`src/rtl/cacheline_mem_arbiter.sv`:
```
// Cacheline memory arbiter: shares one burst memory port between icache and dcache.
// Round-robin line grants, BEATS-beat bursts per line, one-cycle resp pulse per line.
//
// Ports:
//   clk, rst                         clock, synchronous active-high reset
//   i_read/i_addr/i_rdata/i_resp     icache line read channel
//   d_read/d_write/d_addr/d_wdata/   dcache line read/writeback channel
//   d_rdata/d_resp
//   mem_read/mem_write/mem_addr/     burst memory port, one mem_resp strobe per beat
//   mem_burst_o/mem_burst_i/mem_resp
module cacheline_mem_arbiter #(
    parameter int ADDR_W  = 32,
    parameter int LINE_W  = 256,
    parameter int BURST_W = 64
) (
    input  logic               clk,
    input  logic               rst,
    input  logic               i_read,
    input  logic [ADDR_W-1:0]  i_addr,
    output logic [LINE_W-1:0]  i_rdata,
    output logic               i_resp,
    input  logic               d_read,
    input  logic               d_write,
    input  logic [ADDR_W-1:0]  d_addr,
    input  logic [LINE_W-1:0]  d_wdata,
    output logic [LINE_W-1:0]  d_rdata,
    output logic               d_resp,
    output logic               mem_read,
    output logic               mem_write,
    output logic [ADDR_W-1:0]  mem_addr,
    output logic [BURST_W-1:0] mem_burst_o,
    input  logic [BURST_W-1:0] mem_burst_i,
    input  logic               mem_resp
);

    localparam int BEATS = LINE_W / BURST_W;
    localparam int BW    = (BEATS > 1) ? $clog2(BEATS) : 1;

    // Clears the byte-offset-within-line bits.
    localparam logic [ADDR_W-1:0] LINE_MASK = ~ADDR_W'(LINE_W / 8 - 1);

    typedef enum logic [2:0] {
        IDLE,
        I_RD,
        D_RD,
        D_WR,
        DONE
    } state_t;

    state_t            state;
    logic [BW-1:0]     beat;
    logic              last_d;
    logic              owner_d;
    logic [LINE_W-1:0] line;

    logic req_i;
    logic req_d;
    logic grant_i;
    logic last_beat;

    assign req_i     = i_read;
    assign req_d     = d_read | d_write;
    // On a tie the side that did not win last time gets the port.
    assign grant_i   = req_i & (~req_d | last_d);
    assign last_beat = (beat == BW'(BEATS - 1));

    assign mem_burst_o = (state == D_WR) ? d_wdata[beat*BURST_W +: BURST_W] : '0;
    assign i_rdata     = i_resp ? line : '0;
    assign d_rdata     = d_resp ? line : '0;

    always_ff @(posedge clk) begin
        if (rst) begin
            state     <= IDLE;
            beat      <= '0;
            last_d    <= 1'b1;
            owner_d   <= 1'b0;
            line      <= '0;
            i_resp    <= 1'b0;
            d_resp    <= 1'b0;
            mem_read  <= 1'b0;
            mem_write <= 1'b0;
            mem_addr  <= '0;
        end else begin
            case (state)
                IDLE: begin
                    if (grant_i) begin
                        state    <= I_RD;
                        owner_d  <= 1'b0;
                        last_d   <= 1'b0;
                        mem_read <= 1'b1;
                        mem_addr <= i_addr & LINE_MASK;
                    end else if (req_d) begin
                        owner_d  <= 1'b1;
                        last_d   <= 1'b1;
                        mem_addr <= d_addr & LINE_MASK;
                        // A simultaneous read+write is treated as a writeback.
                        if (d_write) begin
                            state     <= D_WR;
                            mem_write <= 1'b1;
                        end else begin
                            state    <= D_RD;
                            mem_read <= 1'b1;
                        end
                    end
                end
                I_RD, D_RD, D_WR: begin
                    if (mem_resp) begin
                        if (state != D_WR) begin
                            line[beat*BURST_W +: BURST_W] <= mem_burst_i;
                        end
                        if (last_beat) begin
                            state     <= DONE;
                            mem_read  <= 1'b0;
                            mem_write <= 1'b0;
                            mem_addr  <= '0;
                            i_resp    <= ~owner_d;
                            d_resp    <= owner_d;
                        end else begin
                            beat <= beat + 1'b1;
                        end
                    end
                end
                DONE: begin
                    state  <= IDLE;
                    beat   <= '0;
                    i_resp <= 1'b0;
                    d_resp <= 1'b0;
                end
                default: begin
                    state <= IDLE;
                end
            endcase
        end
    end

endmodule

```
`config.mk`:
```
export PLATFORM = sky130hd
export DESIGN_NAME = cacheline_mem_arbiter
export DESIGN_NICKNAME = d
export VERILOG_FILES = /design/src/rtl/cacheline_mem_arbiter.sv
export SDC_FILE = /design/constraint.sdc
export NUM_CORES = 1
export LEC_CHECK = 0
export BUFFER_PORTS_ARGS = -buffer_cell sky130_fd_sc_hd__buf_2
export CAP_MARGIN = 10
export CORE_AREA = 4 4 384 386
export CTS_CLUSTER_SIZE = 16
export DETAILED_ROUTE_END_ITERATION = 10
export DIE_AREA = 0 0 388 390
export SLEW_MARGIN = 20
export SYNTH_ARGS = -nofsm -noshare
export SYNTH_HDL_FRONTEND = slang
export SYNTH_SLANG_ARGS = --single-unit
```
`constraint.sdc`:
```
create_clock -name clk -period 2.98 [get_ports clk]
set_input_delay 0.447 -clock clk [delete_from_list [all_inputs] [get_ports clk]]
set_output_delay 0.447 -clock clk [all_outputs]
set_load 0.05 [all_outputs]
```
==> impl_results.md <==
* Outcome: complete, no violations
* Crit path launch type: flop
* Worst IR drop on VDD at 0.319 mV
* Arr. time, crit path at 2390 ps
* GRT Total Usage at 0.160
* Cells after synthesis at 2,034
* Root cell of the clock tree: clkbuf_16
* Synth Area per Inst at 7.98 µm²
* Die W at 388 µm
* Power, Total at 11.4 mW
* H-tree depth at 2
* DR DRC count at 0
* Finished Cell Area at 24,900 µm²
* Placed insts at 4,765
* Slew at the pin closest to its max-slew limit at 676 ps
* Vias in the first global route at 18,400
* Mapped Area at 16,200 µm²
* GR Util met2 at 0.295
* Worst path slowest cell: mux4_2
* Commonest non-fill, non-tap cell in the layout: buf_2
* Post-CTS sizing at 0
* Met1 Resource Use GR at 0.179
* Slew Limit Fails at 0
* Clock buffer depth at 3
* Final WL at 129 mm
* Top Family by Delay on Critical Path: multiplexers
* CTS Sinks at 294
* GRT busiest layer: met2
* Final Hold Viols at 0
* Max cap viols at 0
* Filler Cell Count at 16,300
* Number of core rows at 139
* CTS clk-pin slew, worst paths at 60 ps
* Area delta synth->final at 53.2%
* Primary FF master, synth: dfxtp_1
* Post-DP Area at 23,400 µm²
* RD Place Congestion at 0.873
* Hold_buf cts at 0
* Maximum clock rate at 352 MHz
* Finished Layout Cells at 4,866
* Register bit count reported by yosys at 294
* Synth unique cells at 35
* Post-synthesis sequential area ratio at 0.363
* Wirelength per Cell at 26.4 µm
* Pre-CTS setup slack at 374 ps
* PortBufs at 986
* Layout cell share with drive strength beyond 1 at 0.405
* Antenna viol nets, final at 0
* DR vias at 19,100
* Crit path max fanout at 24
* Yosys warnings at 0
* Number of synthesized flops with an enable pin at 0
* Clk Latency, worst-skew pair at 610 ps
* Fin util at 0.173
* Worst hold margin at 145 ps
* Crit Path Class: reg2out
* Leak pwr at 11.3 nW
* Initial core utilization at 0.113
* Multi-input logic area at 9550 µm²
* Drt first pass iters at 5
* Via density at 3.93
* Die Span Y at 390 µm
* Grt ovf at 0
* Crit-path cells: buf_12, mux4_2, and3_1, buf_2
* Min Tclk post-route at 2840 ps
* Final setup viols at 0
* TritonCTS Buffers at 40
* Hold Path Class: in2reg
* Storage cell area at 5900 µm²
* Initial antenna violation count at 96
* Die area at 151,000 µm²
* Commonest non-fill, non-tap cells in the layout: buf_2 (985), and2_1 (513), dfxtp_1 (289)
* Global-route wire length before repair at 165 mm
* RSZ-0062 raised after global routing: no
* CORE AREA at 143,000 µm²
* Async S/R FF share, synth at 0
* Met3 Usage GRT at 0.0538
* Worst Path Required at 2530 ps
* Setup Skew at 31.4 ps
* I/O pin count at 1,002
* Setup TNS at 0 ps
* Slew headroom at 0.550
* Final period util at 0.952
* Setup crit end kind: output port
* CTS tree: built
* WP buf/inv at 2
* PwrDens at 458 nW/µm²
* Setup ws final at 143 ps
* Pin count of the biggest net entering global routing at 129
* Iter 0 DRT Violations at 1,122
* Hpwl dp at 107 mm
* Worst stage delay on the critical path at 540 ps
* Net count, final at 3,308
worst paths after layout:
check / startpoint / end / slack, ps / cells past startpoint
worst min register to register: mem_write / mem_write / 440 / 2
worst min-delay path: mem_burst_i[25] / line[25] / 150 / 3
worst max-delay path: beat[0] / mem_burst_o[62] / 140 / 4
worst max register to register: beat[0] / line[36] / 450 / 8
power by group:
part | total [mW] | switching, mW | internal (mW) | leakage (nW)
Clock | 4.76 | 2.02 | 2.73 | 0.628
Combinational | 2.45 | 1.68 | 0.776 | 8.25
Sequential | 4.17 | 0.113 | 4.06 | 2.38
logic make-up after synthesis:
family                   after synthesis  share of synthesized area
multiplexers                          67                     0.0908
other                                  1                   0.000231
flip-flops                           294                      0.363
adder cells (fa/ha/maj)                6                    0.00463
AO/OA/AOI/OAI                        320                      0.110
AND/OR/NAND/NOR                     1130                      0.374
buffers and inverters                214                     0.0557
XOR/XNOR                               2                    0.00154
sequential cells by signal, indices dropped and copies added (netlist names):
name / cells
i_resp: 1
state: 3
line: 256
mem_read: 1
owner_d: 1
d_resp: 1
beat: 2
mem_addr: 27
last_d: 1
mem_write: 1
worst register-to-register path, cell delays in order, from the launching register on:
cell	delay, ps
dfxtp_4	460
buf_4	170
buf_16	160
inv_2	100
ha_1	400
nor3b_2	310
buf_4	460
nand3_1	220
a21oi_1	160
Yosys cell counts (3+ instances only):
cell type | n | area share
mux4_2 | 64 | 0.089
nor2_1 | 9 | 0.0021
and3_1 | 69 | 0.027
a21oi_1 | 258 | 0.080
ha_1 | 6 | 0.0046
nand2_1 | 260 | 0.060
o2bb2ai_1 | 27 | 0.015
nor3b_1 | 4 | 0.0019
nand3_1 | 261 | 0.081
and2_1 | 513 | 0.20
nand2b_1 | 3 | 0.0012
inv_1 | 4 | 0.00093
clkbuf_2 | 3 | 0.00093
nor3_1 | 6 | 0.0019
nor2b_1 | 3 | 0.0012
buf_1 | 13 | 0.0030
clkbuf_1 | 136 | 0.031
buf_2 | 47 | 0.014
a22oi_1 | 29 | 0.013
dfxtp_1 | 294 | 0.36
buf_4 | 10 | 0.0046
area by class of cell:
cell class	instances	share of cell area
diodes	21	0.00211
clock buffers	53	0.0447
clock inverters	19	0.00614
inverters	5	0.000755
multi-input cells	1530	0.384
flip-flops and latches	294	0.237
well taps	1903	0.0958
repair buffers	1041	0.229
timing repair:
item                       CTS  global route
gates cloned                 0             0
buffers inserted             6             2
setup endpoints to repair   51             3
pin swaps                    0             0
metal layers:
| metal | wire, µm | share of wire |
|---|---|---|
| met2 | 65700 | 0.51 |
| met4 | 2650 | 0.021 |
| met1 | 47700 | 0.37 |
| met3 | 12100 | 0.094 |
| met5 | 448 | 0.0035 |
No activity file was read; power rests on OpenSTA's default activity.
